### config.mk
export PLATFORM = sky130hd
export DESIGN_NAME = mbinit_sb_tx_arbiter_flat
export DESIGN_NICKNAME = d
export VERILOG_FILES = /design/src/rtl/mbinit_sb_tx_arbiter_if.sv /design/src/rtl/mbinit_sb_tx_arbiter.sv /design/src/flat_wrapper.sv
export SDC_FILE = /design/constraint.sdc
export NUM_CORES = 1
export LEC_CHECK = 0
export ABC_AREA = 1
export CORE_ASPECT_RATIO = 2
export CORE_UTILIZATION = 50
export CTS_BUF_LIST = sky130_fd_sc_hd__clkbuf_16
export CTS_CLUSTER_DIAMETER = 100
export DETAILED_ROUTE_END_ITERATION = 7
export PLACE_DENSITY = 0.8
export SYNTH_ARGS = -nofsm -noshare
export SYNTH_HDL_FRONTEND = slang
export SYNTH_SLANG_ARGS = --single-unit
### constraint.sdc
create_clock -name CLK -period 5.6 [get_ports CLK]
set_clock_uncertainty 0.2 [all_clocks]
set_input_delay 1.12 -clock CLK [delete_from_list [all_inputs] [get_ports CLK]]
set_output_delay 1.12 -clock CLK [all_outputs]
set_load 0.03 [all_outputs]
### src/rtl/mbinit_sb_tx_arbiter_if.sv
// Bundle of the sideband TX arbiter handshake signals.
//   req               requester levels, held until done/timeout
//   msg               requester messages, requester k at [k*SB_MSG_WIDTH +: SB_MSG_WIDTH]
//   falling_edge_busy serializer completion pulse
//   grant             one-hot current owner
//   tx_sb_message     latched message of the owner, 0 when there is no owner
//   valid_out_data    1-cycle issue strobe to the serializer
//   done              one-hot 1-cycle completion pulse
//   timeout           1-cycle abort pulse
//   busy              a message is being issued or awaited
// master: requesters + serializer side.  slave: the arbiter.
interface mbinit_sb_tx_arbiter_if #(
    parameter int unsigned NUM_REQ      = 4,
    parameter int unsigned SB_MSG_WIDTH = 4
);
    logic [NUM_REQ-1:0]              req;
    logic [NUM_REQ*SB_MSG_WIDTH-1:0] msg;
    logic                            falling_edge_busy;
    logic [NUM_REQ-1:0]              grant;
    logic [SB_MSG_WIDTH-1:0]         tx_sb_message;
    logic                            valid_out_data;
    logic [NUM_REQ-1:0]              done;
    logic                            timeout;
    logic                            busy;

    modport master (
        output req, msg, falling_edge_busy,
        input  grant, tx_sb_message, valid_out_data, done, timeout, busy
    );

    modport slave (
        input  req, msg, falling_edge_busy,
        output grant, tx_sb_message, valid_out_data, done, timeout, busy
    );
endinterface

### src/rtl/mbinit_sb_tx_arbiter.sv
// Round-robin arbiter/sequencer for the shared MBINIT sideband TX path.
// One message is issued at a time; the grant is held until the serializer
// reports completion (busy falling edge) or TIMEOUT_CYCLES elapse.
// Ports:
//   CLK  clock, all state on the rising edge
//   rst  asynchronous active-high reset
//   bus  slave side of mbinit_sb_tx_arbiter_if (requests, messages,
//        completion pulse in; grant, message, strobes, busy out)
module mbinit_sb_tx_arbiter #(
    parameter int unsigned NUM_REQ        = 4,
    parameter int unsigned SB_MSG_WIDTH   = 4,
    parameter int unsigned TIMEOUT_CYCLES = 255
) (
    input  logic                     CLK,
    input  logic                     rst,
    mbinit_sb_tx_arbiter_if.slave    bus
);

    localparam int unsigned IDX_W = (NUM_REQ > 1) ? $clog2(NUM_REQ) : 1;
    localparam int unsigned CNT_W = $clog2(TIMEOUT_CYCLES + 1);

    typedef enum logic [1:0] {
        IDLE,
        ISSUE,
        WAIT_DONE
    } state_t;

    state_t                  state;
    logic [IDX_W-1:0]        last;
    logic [IDX_W-1:0]        owner;
    logic [CNT_W-1:0]        cnt;
    logic [NUM_REQ-1:0]      grant_q;
    logic [SB_MSG_WIDTH-1:0] msg_q;
    logic                    valid_q;
    logic [NUM_REQ-1:0]      done_q;
    logic                    timeout_q;
    logic                    busy_q;

    logic [NUM_REQ-1:0]      cand;
    logic                    win_found;
    logic [IDX_W-1:0]        win_idx;
    logic [SB_MSG_WIDTH-1:0] win_msg;
    int unsigned             scan_idx;

    // Winner search: rotate from last+1; the requester that completed in the
    // previous cycle sits out one arbitration so it has time to drop req.
    always_comb begin
        cand      = bus.req;
        win_found = 1'b0;
        win_idx   = '0;
        scan_idx  = 0;
        if ((done_q != '0) || timeout_q) begin
            cand[last] = 1'b0;
        end
        for (int unsigned i = 1; i <= NUM_REQ; i++) begin
            scan_idx = (32'(last) + i) % NUM_REQ;
            if (!win_found && cand[IDX_W'(scan_idx)]) begin
                win_found = 1'b1;
                win_idx   = IDX_W'(scan_idx);
            end
        end
        win_msg = bus.msg[32'(win_idx) * SB_MSG_WIDTH +: SB_MSG_WIDTH];
    end

    // Sequencer: IDLE -> ISSUE (1 cycle) -> WAIT_DONE -> IDLE.
    always_ff @(posedge CLK or posedge rst) begin
        if (rst) begin
            state     <= IDLE;
            last      <= IDX_W'(NUM_REQ - 1);
            owner     <= '0;
            cnt       <= '0;
            grant_q   <= '0;
            msg_q     <= '0;
            valid_q   <= 1'b0;
            done_q    <= '0;
            timeout_q <= 1'b0;
            busy_q    <= 1'b0;
        end else begin
            valid_q   <= 1'b0;
            done_q    <= '0;
            timeout_q <= 1'b0;
            case (state)
                IDLE: begin
                    if (win_found) begin
                        owner   <= win_idx;
                        grant_q <= NUM_REQ'(1) << win_idx;
                        msg_q   <= win_msg;
                        valid_q <= 1'b1;
                        busy_q  <= 1'b1;
                        state   <= ISSUE;
                    end
                end
                ISSUE: begin
                    // A busy edge seen here belongs to an older message.
                    cnt   <= '0;
                    state <= WAIT_DONE;
                end
                WAIT_DONE: begin
                    if (bus.falling_edge_busy) begin
                        done_q  <= grant_q;
                        grant_q <= '0;
                        msg_q   <= '0;
                        busy_q  <= 1'b0;
                        last    <= owner;
                        state   <= IDLE;
                    end else if (cnt == CNT_W'(TIMEOUT_CYCLES - 1)) begin
                        timeout_q <= 1'b1;
                        grant_q   <= '0;
                        msg_q     <= '0;
                        busy_q    <= 1'b0;
                        last      <= owner;
                        state     <= IDLE;
                    end else begin
                        cnt <= cnt + CNT_W'(1);
                    end
                end
                default: begin
                    state <= IDLE;
                end
            endcase
        end
    end

    assign bus.grant          = grant_q;
    assign bus.tx_sb_message  = msg_q;
    assign bus.valid_out_data = valid_q;
    assign bus.done           = done_q;
    assign bus.timeout        = timeout_q;
    assign bus.busy           = busy_q;

endmodule
### src/flat_wrapper.sv
// flat-port wrapper written by rule: the top's interface ports become plain ports
module mbinit_sb_tx_arbiter_flat 
#(
    parameter int unsigned NUM_REQ        = 4,
    parameter int unsigned SB_MSG_WIDTH   = 4,
    parameter int unsigned TIMEOUT_CYCLES = 255
)
  (CLK, rst, bus_req, bus_msg, bus_falling_edge_busy, bus_grant, bus_tx_sb_message, bus_valid_out_data, bus_done, bus_timeout, bus_busy);
  mbinit_sb_tx_arbiter_if #(.NUM_REQ(NUM_REQ), .SB_MSG_WIDTH(SB_MSG_WIDTH)) bus_i ();
  input  logic CLK;
  input  logic rst;
  input wire logic [$bits(bus_i.req)-1:0] bus_req;
  input wire logic [$bits(bus_i.msg)-1:0] bus_msg;
  input wire logic [$bits(bus_i.falling_edge_busy)-1:0] bus_falling_edge_busy;
  output wire logic [$bits(bus_i.grant)-1:0] bus_grant;
  output wire logic [$bits(bus_i.tx_sb_message)-1:0] bus_tx_sb_message;
  output wire logic [$bits(bus_i.valid_out_data)-1:0] bus_valid_out_data;
  output wire logic [$bits(bus_i.done)-1:0] bus_done;
  output wire logic [$bits(bus_i.timeout)-1:0] bus_timeout;
  output wire logic [$bits(bus_i.busy)-1:0] bus_busy;
  assign bus_i.req = bus_req;
  assign bus_i.msg = bus_msg;
  assign bus_i.falling_edge_busy = bus_falling_edge_busy;
  assign bus_grant = bus_i.grant;
  assign bus_tx_sb_message = bus_i.tx_sb_message;
  assign bus_valid_out_data = bus_i.valid_out_data;
  assign bus_done = bus_i.done;
  assign bus_timeout = bus_i.timeout;
  assign bus_busy = bus_i.busy;
  mbinit_sb_tx_arbiter #(.NUM_REQ(NUM_REQ), .SB_MSG_WIDTH(SB_MSG_WIDTH), .TIMEOUT_CYCLES(TIMEOUT_CYCLES)) u_core (.CLK(CLK), .rst(rst), .bus(bus_i));
endmodule
==> run_results.csv <==
group,metric,value,unit
outcome,status,"completed",
final_layout,final_cells,293,
sta,maxSlewViolCount,0,
clock_network,cts.repair.resized,0,
placement,gp_congestion,0.906,
global_route,antenna_found_initial,0,
placement,io_buffer_count,37,
floorplanning,die_area,3540,um^2
critical_path,crit_path_top_delay_cell,"clkdlybuf4s50_1",
critical_path,critPathArrivalTime,3.04,ns
detailed_routing,viasPerCell,5.37,
critical_path,crit_fanout,11,
yosys,synthTopCellsByArea,"dfrtp_1 41%, nand2_1 19%, nand3_1 6.7%",
power,ir_worst_vdd,341,uV
final_layout,nFillCells,261,
critical_path,crit_type,"input pin to flip-flop",
critical_path,crit_buf_inv,1,
sta,fin_crit_sh,54.3,%
detailed_routing,wirelength,4.09,mm
detailed_routing,drc,0,
critical_path,end_kind,"flip-flop",
yosys,syn_inst,218,
global_route,grt_pass1_wl,6.84,mm
yosys,yosysTopAreaCell,"dfrtp_1",
clock_network,ctsHoldBuffers,0,
min_path,hold_path_class,"flip-flop to flip-flop",
yosys,synth_edf_count,0,
critical_path,path_delay_family,"simple AND/OR/NAND/NOR gates",
final_layout,final_util,69.1,%
detailed_routing,drt-initial-drc-count,44,
placement,hpwlAfterDp,3.17,mm
detailed_routing,postRouteAntennaNets,0,
sta,hold_slack,0.277,ns
detailed_routing,drt_pass1_iterations,4,
clock_network,clock_latency,0.27,ns
final_layout,multi_input_area,828,um^2
critical_path,crit_top_cell,"nand2_1",
sta,setup_viol,0,
floorplanning,num_rows,29,
floorplanning,start_util,52.2,%
critical_path,path_cells,"clkdlybuf4s50_1, nand3_1, nand2_1, o21ai_2, nand4_2, nand2_1, nand2_2, nand2_2, nand2_1, nand2_1, nand2_1, nand2_1, nand2_1, nand2_1",
yosys,synth_top_area_share,41.0,%
power,power.leakage,0.00108,uW
yosys,ys_seq_area_share,44.2,%
clock_network,cts_max_path_buffers,2,
yosys,ys_top_cells_by_count,"83 x nand2_1, 27 x dfrtp_1, 22 x nand3_1",
yosys,synthFlopType,"dfrtp_1",
yosys,synth.distinct_cells,25,
clock_network,path_clk_slew,0.05,ns
power,powerDensity,584,nW/um^2
yosys,ys_ff_latch,29,
clock_network,htreeDepth,2,
sta,period_needed,3.04,ns
floorplanning,die_w,42.6,um
sta,hold_viol,0,
yosys,yosysMostFrequentCell,"nand2_1",
final_layout,diodes,0,
global_route,grt_usage,25.7,%
clock_network,cts_setup_buffers,0,
clock_network,cts_tree,"yes",
detailed_routing,num_vias,1572,
critical_path,max_stage_delay,0.42,ns
global_route,grt_pass1_vias,1597,
global_route,grt_max_degree,30,
yosys,async_reset_ff_share,100,%
sta,fin_ws,2.56,ns
floorplanning,dieHeight,83.2,um
floorplanning,io-pin-count,38,
yosys,avgSynthCellArea,7.55,um^2
flow_run,max_cap_viol_count,0,
global_route,overflow,0,
sta,slew-limit-headroom,29.3,%
clock_network,root_buffer,"clkbuf_16",
critical_path,crit_required,5.60,ns
final_layout,fin_nets,290,
yosys,synth_warnings,0,
detailed_routing,routedWlPerCell,14.0,um
floorplanning,core,3160,um^2
sta,tightest_slew,1.06,ns
critical_path,cp-start-kind,"input pin",
sta,tns,0,ns
clock_network,cts_num_sinks,29,
placement,place_ws,2.34,ns
final_layout,syn_to_final_growth,32.4,%
yosys,syn_area,1650,um^2
placement,placed_cells,285,
sta,fmax,329,MHz
clock_network,cts_made_buffers,5,
final_layout,seq_area,728,um^2
final_layout,drive_above_1_share,8.40,%
yosys,syn_nets,247,
sta,rsz0062_at_grt,"no",
## layer usage
metal | up-vias | track usage [%] | routed length [um]
li1 | 795 | - | -
met1 | 729 | 24.3 | 1400
met2 | 34 | 47.4 | 2420
met3 | 14 | 5.65 | 112
met4 | 0 | 14.8 | 162
met5 | - | 0 | 0
## path summary, 6_finish.rpt
path / from / cells after the start / slack [ns] / endpoint
setup / recovery: bus_req[2] / 14 / 2.56 / u_core.bus.tx_sb_message[0]$_DFFE_PP0P_
setup reg to reg: u_core.last[0]$_DFFE_PP1P_ / 15 / 2.83 / u_core.bus.tx_sb_message[0]$_DFFE_PP0P_
hold reg to reg: u_core.owner[0]$_DFFE_PP0P_ / 2 / 0.28 / u_core.last[0]$_DFFE_PP1P_
hold / removal: u_core.owner[0]$_DFFE_PP0P_ / 2 / 0.28 / u_core.last[0]$_DFFE_PP1P_
min in group asynchronous: rst / 2 / 1.22 / u_core.bus.tx_sb_message[0]$_DFFE_PP0P_
max in group asynchronous: rst / 2 / 3.34 / u_core.bus.grant[1]$_DFFE_PP0P_
## cell usage in the layout, fill, tap and decap left out
cell type,n
o21ai_2,1
and3_1,1
o21ai_0,12
clkdlybuf4s50_1,37
nor3_4,1
o21ai_1,1
inv_2,3
nand4_2,1
ha_1,6
nand3_1,22
a21oi_1,3
nand2_2,4
xor2_1,1
nand4_1,2
inv_1,20
clkbuf_16,5
dfstp_2,2
o31ai_1,4
nand2_1,83
nor3_1,4
xnor2_1,1
dfrtp_1,27
clkinv_1,1
nand3_2,3
o211ai_1,1
nor2_1,14
nor2_2,2
## state kept, by name, indices dropped and copies added, names as in the netlist
name and count:
u_core.owner 2, u_core.cnt 8, u_core.bus.tx_sb_message 4, u_core.bus.valid_out_data 1, u_core.last 2, u_core.bus.timeout 1
u_core.bus.busy 1, u_core.state 2, u_core.bus.grant 4, u_core.bus.done 4
## kinds of logic (layout without fill, tap and decap cells)
kind of cell,after synthesis,after routing,share of synthesized area (%)
and+or+nand+nor,137,137,37.0
DFF,29,29,44.2
AOI/OAI and AO/OA,22,22,7.67
buffers and inverters,22,66,5.47
adders and majority gates,6,6,4.56
xor gates and xnor gates,2,2,1.06
## final cells by class
| cell class | count | share of cell area, % |
|---|---|---|
| clock buffers | 5 | 5.74 |
| flip-flops and latches | 29 | 33.4 |
| repair buffers | 37 | 17.0 |
| clock inverters | 3 | 0.516 |
| inverters | 21 | 3.61 |
| well taps | 31 | 1.78 |
| multi-input cells | 167 | 38.0 |
## worst register-to-register path: cells and delay by family, from the launching register on
| family | cells | cell delay, ns |
|---|---|---|
| flops | 1 | 0.62 |
| simple gates | 11 | 1.16 |
| compound gates | 1 | 0.12 |
| buf+inv | 2 | 0.26 |
| fa+ha+maj | 1 | 0.34 |
## report_power, final
part           switching, uW  total [uW]  internal [uW]
Sequential              61.2         338            277
Combinational            464         697            233
Clock                   80.7         239            159
## metrics by stage
| stage | total power [uW] | instance area (um^2) |
|---|---|---|
| 6_report | 1270 | 2180 |
| 3_5_place_dp | 1030 | 2040 |
| 4_1_cts | 1280 | 2180 |
| 2_1_floorplan | 844 | 1650 |
| 5_1_grt | 1380 | 2180 |
| 3_3_place_gp | 1020 | 2040 |
(Power assumes the default switching activity.)
==> variant 1, RTL diff (same flow settings) <==
`NUM_REQ` is set to 4 in 3 places; all go to 8.
--- a/src/rtl/mbinit_sb_tx_arbiter_if.sv
+++ b/src/rtl/mbinit_sb_tx_arbiter_if.sv
@@ -11,5 +11,5 @@
 // master: requesters + serializer side.  slave: the arbiter.
 interface mbinit_sb_tx_arbiter_if #(
-    parameter int unsigned NUM_REQ      = 4,
+    parameter int unsigned NUM_REQ      = 8,
     parameter int unsigned SB_MSG_WIDTH = 4
 );
--- a/src/rtl/mbinit_sb_tx_arbiter.sv
+++ b/src/rtl/mbinit_sb_tx_arbiter.sv
@@ -8,5 +8,5 @@
 //        completion pulse in; grant, message, strobes, busy out)
 module mbinit_sb_tx_arbiter #(
-    parameter int unsigned NUM_REQ        = 4,
+    parameter int unsigned NUM_REQ        = 8,
     parameter int unsigned SB_MSG_WIDTH   = 4,
     parameter int unsigned TIMEOUT_CYCLES = 255
--- a/src/flat_wrapper.sv
+++ b/src/flat_wrapper.sv
@@ -2,5 +2,5 @@
 module mbinit_sb_tx_arbiter_flat 
 #(
-    parameter int unsigned NUM_REQ        = 4,
+    parameter int unsigned NUM_REQ        = 8,
     parameter int unsigned SB_MSG_WIDTH   = 4,
     parameter int unsigned TIMEOUT_CYCLES = 255
Interface: changed (resized bus_done, bus_grant, bus_msg and bus_req); port bits go from 38 to 66. The function was not compared with the original's and may differ.
==> variant 1 against the original RTL <==
First-iteration DRC count grew 120%; hold slack better by 0.019 ns; sequential cell count is 10 higher; routed wire length increased by 72%; synthesized area increased by 73%; utilization fell by 1.7 points; cell area grew 69%; setup slack worse by 0.81 ns; critical path type is now flop to flop; highest routed layer unchanged.
Power is left out: the tool's default activity adds up to more than one toggle a clock period on the data nets, which glitch-free logic cannot reach.
==> variant 1: results (changes against the original RTL) <==
status=completed; Port Buffers=65 (+76%); first-pass GRT wire length=11.6 mm (+69%); Critical Path AT=3.81 ns (+0.77 ns); slowest CP cell=dfstp_2; gpl congestion=0.932 (+2.9%); Final #Nets=512 (+77%); Worst-path clk slew=0.06 ns; DR vias/cell=5.21 (-2.8%); Main synth FF type=dfrtp_1; HPWL Detailed=5.53 mm (+74%); Fill cells=469 (+80%); largest net degree at the start of global routing=40 (+33%); PostCTS Resize Cnt=0 (unchanged); Clock Path Buffers=2 (unchanged); Post-Syn Nets=447 (+81%); Worst Path Max Fanout=20 (+9); main area contributors after synthesis=dfrtp_1 (32%), nand2_1 (15%), nand3_1 (6.9%); initial drt markers=97 (+120%); Ys Warns=0 (unchanged); antenna cells=0 (unchanged); Tightest Pin Transition=0.477 ns (-0.583 ns); pre-CTS setup slack=1.57 ns (-0.770 ns); critical path's largest stage delay=0.67 ns (+0.25 ns); path type of the worst min-delay path=flop to flop; Synth area leader=dfrtp_1; most frequent cells after synthesis=nand2_1 (116), inv_1 (50), nand3_1 (39), dfrtp_1 (36), nor2_1 (31); layout cells sized above 1=11.0% (+2.6 points); setup TNS=0 ns (unchanged); number of CTS-inserted buffers=5 (unchanged); Routed WL per cell=13.5 µm (-3.7%); Tot GR Track Use=23.7% (-2.0 points); sequential-to-total area share from yosys stat=34.4% (-9.8 points); synth unique cells=41 (+64%)
==> variant 1: cell type report <==
class	instances	area, µm²	area share, %
Clock inverter	3	38.8	1.05
Inverter	59	224	6.08
Tap cell	60	75.1	2.04
Multi-Input combinational cell	290	1580	42.9
Sequential cell	39	980	26.6
Clock buffer	5	125	3.40
Timing Repair Buffer	66	658	17.9
==> variant 1: worst paths after layout <==
path,from,endpoint,slack [ns],cells after the start
worst max-delay path,u_core.last[0],u_core.bus.tx_sb_message[1],1.75,20
max in group asynchronous,rst,u_core.last[0],3.78,3
min in group asynchronous,rst,u_core.bus.done[1],1.06,3
worst max register to register,u_core.last[0],u_core.bus.tx_sb_message[1],1.75,20
worst min register to register,u_core.owner[0],u_core.owner[0],0.30,2
worst min-delay path,u_core.owner[0],u_core.owner[0],0.30,2
==> variant 1: metrics by stage <==
stage,area (µm²),cells,util (%)
after floorplan,2850,396,-
after global placement,3520,514,64.3
after detailed placement,3520,514,64.3
after CTS,3680,522,67.3
after global routing,3680,522,67.3
final,3680,522,67.3
==> variant 1: layer usage <==
| metal | vias to the layer above | share of wire (%) | GRT usage (%) |
|---|---|---|---|
| li1 | 1393 | - | - |
| met1 | 1263 | 39 | 25.1 |
| met2 | 59 | 57 | 47.8 |
| met3 | 6 | 3.0 | 3.08 |
| met4 | 0 | 1.1 | 6.25 |
| met5 | - | 0 | 0 |
==> variant 1: cells by family (layout without fill, tap and decap cells) <==
logic type | Yosys count | after routing | share of synthesized area, %
fa+ha+maj | 8 | 8 | 3.52
flops | 39 | 39 | 34.4
xor+xnor | 2 | 2 | 0.615
buf+inv | 67 | 133 | 10.1
compound gates | 40 | 40 | 8.48
simple gates | 240 | 240 | 42.9
==> variant 1: worst max-delay path: cells and delay by family (launching register included) <==
kind	cells	cell delay (ns)
AO/OA/AOI/OAI	2	0.15
flip-flops	1	0.67
adder cells (fa/ha/maj)	1	0.53
AND/OR/NAND/NOR	13	1.78
buffers and inverters	4	0.39
==> variant 2, RTL diff (config.mk and constraints unchanged) <==
Made on the original files. Re-encode `state_t` (3 states) as one-hot, 3 bits wide.
--- a/src/rtl/mbinit_sb_tx_arbiter.sv
+++ b/src/rtl/mbinit_sb_tx_arbiter.sv
@@ -20,8 +20,8 @@
     localparam int unsigned CNT_W = $clog2(TIMEOUT_CYCLES + 1);
 
-    typedef enum logic [1:0] {
-        IDLE,
-        ISSUE,
-        WAIT_DONE
+    typedef enum logic [2:0] {
+        IDLE      = 3'b001,
+        ISSUE     = 3'b010,
+        WAIT_DONE = 3'b100
     } state_t;
 
Behaviour: no difference found for any inputs over 10 cycles, from zero or initial values and one cycle with rst high; not proved beyond that.
==> variant 2 against the original RTL <==
Setup slack worse by 0.097 ns; synthesized cell count is 4.6% higher; sequential share of layout area is 0.39 points higher; power is 3.0% higher; cell area is 2.4% higher; synthesized area is 4.0% higher; routed wire length is 1.2% higher; die area is 3.8% higher; sequential cell count is 1 higher.
==> variant 2: results (changes against the original RTL) <==
status=completed; switching power total=0.621 mW (+2.5%); VDD IR-drop max=0.363 mV (+6.3%); final wirelength=4.14 mm (+1.2%); Tightest Pin Transition=1.11 ns (+0.0460 ns); post-synthesis cell count=228 (+4.6%); Leak=1.09 nW (+0.86%); largest net degree at the start of global routing=31 (+3.3%); Reg with most FFs=u_core.cnt; antenna cells=0 (unchanged); slowest CP cell=clkdlybuf4s50_1; main area contributors after synthesis=dfrtp_1 (39%), nand2_1 (17%), nand3_1 (9.6%); gpl congestion=0.778 (-14%); Worst-path clk slew=0.05 ns (about the same); DR vias/cell=5.34 (-0.55%); r2r worst-path depth=11 (-4); vias in the first global route=1579 (-1.1%); synth unique cells=24 (-4.0%); Largest register FFs=8 (unchanged); Placed Area=2100 µm² (+2.6%); initial drt markers=51 (+16%); Fill cells=279 (+6.9%); number of CTS-inserted buffers=5 (unchanged); met3 GRT Util=5.38% (-0.28 points); first-pass GRT wire length=6.65 mm (-2.7%); Port Buffers=37 (unchanged); grt met2 use=48.9% (+1.5 points); Final #Nets=299 (+3.1%); HPWL Detailed=3.24 mm (+2.1%); met1 Use GR=22.3% (-2.0 points); Placed Cells=294 (+3.2%); Routed WL per cell=13.8 µm (-1.5%); layout cells sized above 1=8.52% (+0.12 points); Post-Syn Nets=257 (+4.0%); Ys Warns=0 (unchanged); Critical Path AT=3.10 ns (+0.06 ns); Max H-tree Level=2 (unchanged); sequential-to-total area share from yosys stat=44.1% (-0.15 points); Setup Fix Bufs, Post-CTS=0 (unchanged); Tot GR Track Use=25.2% (-0.45 points); clock latency on the worst-skew pair=0.28 ns; most frequent cells after synthesis=nand2_1 (79), nand3_1 (33), dfrtp_1 (27), inv_1 (20), nor2_1 (15)
[variant 2: changes by cell type after synthesis, sizes merged, moves of 2 or more]
| cell | delta |
|---|---|
| nand3 | +10 |
| a21oi | +3 |
| o21ai | +2 |
| inv | +2 |
| o31ai | -4 |
| nand2 | -6 |
[variant 2: path summary, 6_finish.rpt]
kind | startpoint | to | slack, ns
worst min-delay path | u_core.bus.tx_sb_message[3] | u_core.bus.tx_sb_message[3] | 0.28
max in group asynchronous | rst | u_core.bus.valid_out_data | 3.30
worst min register to register | u_core.bus.tx_sb_message[3] | u_core.bus.tx_sb_message[3] | 0.28
min in group asynchronous | rst | u_core.cnt[0] | 1.23
worst max register to register | u_core.last[0] | u_core.bus.grant[1] | 2.62
worst max-delay path | bus_req[2] | u_core.bus.grant[1] | 2.46
[variant 2: cell type report]
cell class | count | area, µm² | area share [%]
clock buffer | 5 | 125 | 5.60
clock inverter | 2 | 10.0 | 0.448
inverter | 23 | 86.3 | 3.87
multi-input combinational | 173 | 848 | 38.0
sequential | 30 | 754 | 33.8
tap | 31 | 38.8 | 1.74
timing repair buffer | 37 | 370 | 16.6
[variant 2: power by group through the flow]
stage                     Clock, mW  Sequential [mW]  Combinational, mW
after floorplan                   0            0.382              0.503
after global placement            0            0.331              0.719
after detailed placement          0            0.332              0.731
after CTS                     0.252            0.330              0.737
after global routing          0.261            0.338              0.827
final                         0.249            0.330              0.733
[variant 2: cell families after synthesis]
logic type               Yosys count  synth area share, %
AO/OA/AOI/OAI                     25                 8.41
adder cells (fa/ha/maj)            6                 4.39
buffers and inverters             25                 6.36
flip-flops                        30                 44.1
multiplexers                       1                0.585
AND/OR/NAND/NOR                  141                 36.2
[variant 2: critical path: cells and delay by family]
kind / cells / cell delay (ns)
compound gates: 2 / 0.43
buf+inv: 3 / 0.62
simple gates: 5 / 0.93
[variant 2: stage by stage]
step                worst slack, ns  hold slack [ns]  utilization, %
global route                   2.30            0.310            69.2
CTS                            2.47            0.285            69.2
finish                         2.46            0.284            69.2
global placement               2.32            0.270            65.0
detailed placement             2.24            0.274            65.0
floorplan                      3.12            0.253               -
[variant 2: routing by layer]
layer / vias up / wire [µm] / share of wire [%]
met5: - / 0 / 0
met4: 0 / 110 / 2.7
met3: 10 / 117 / 2.8
met2: 36 / 2530 / 61
met1: 735 / 1380 / 33
li1: 825 / - / -
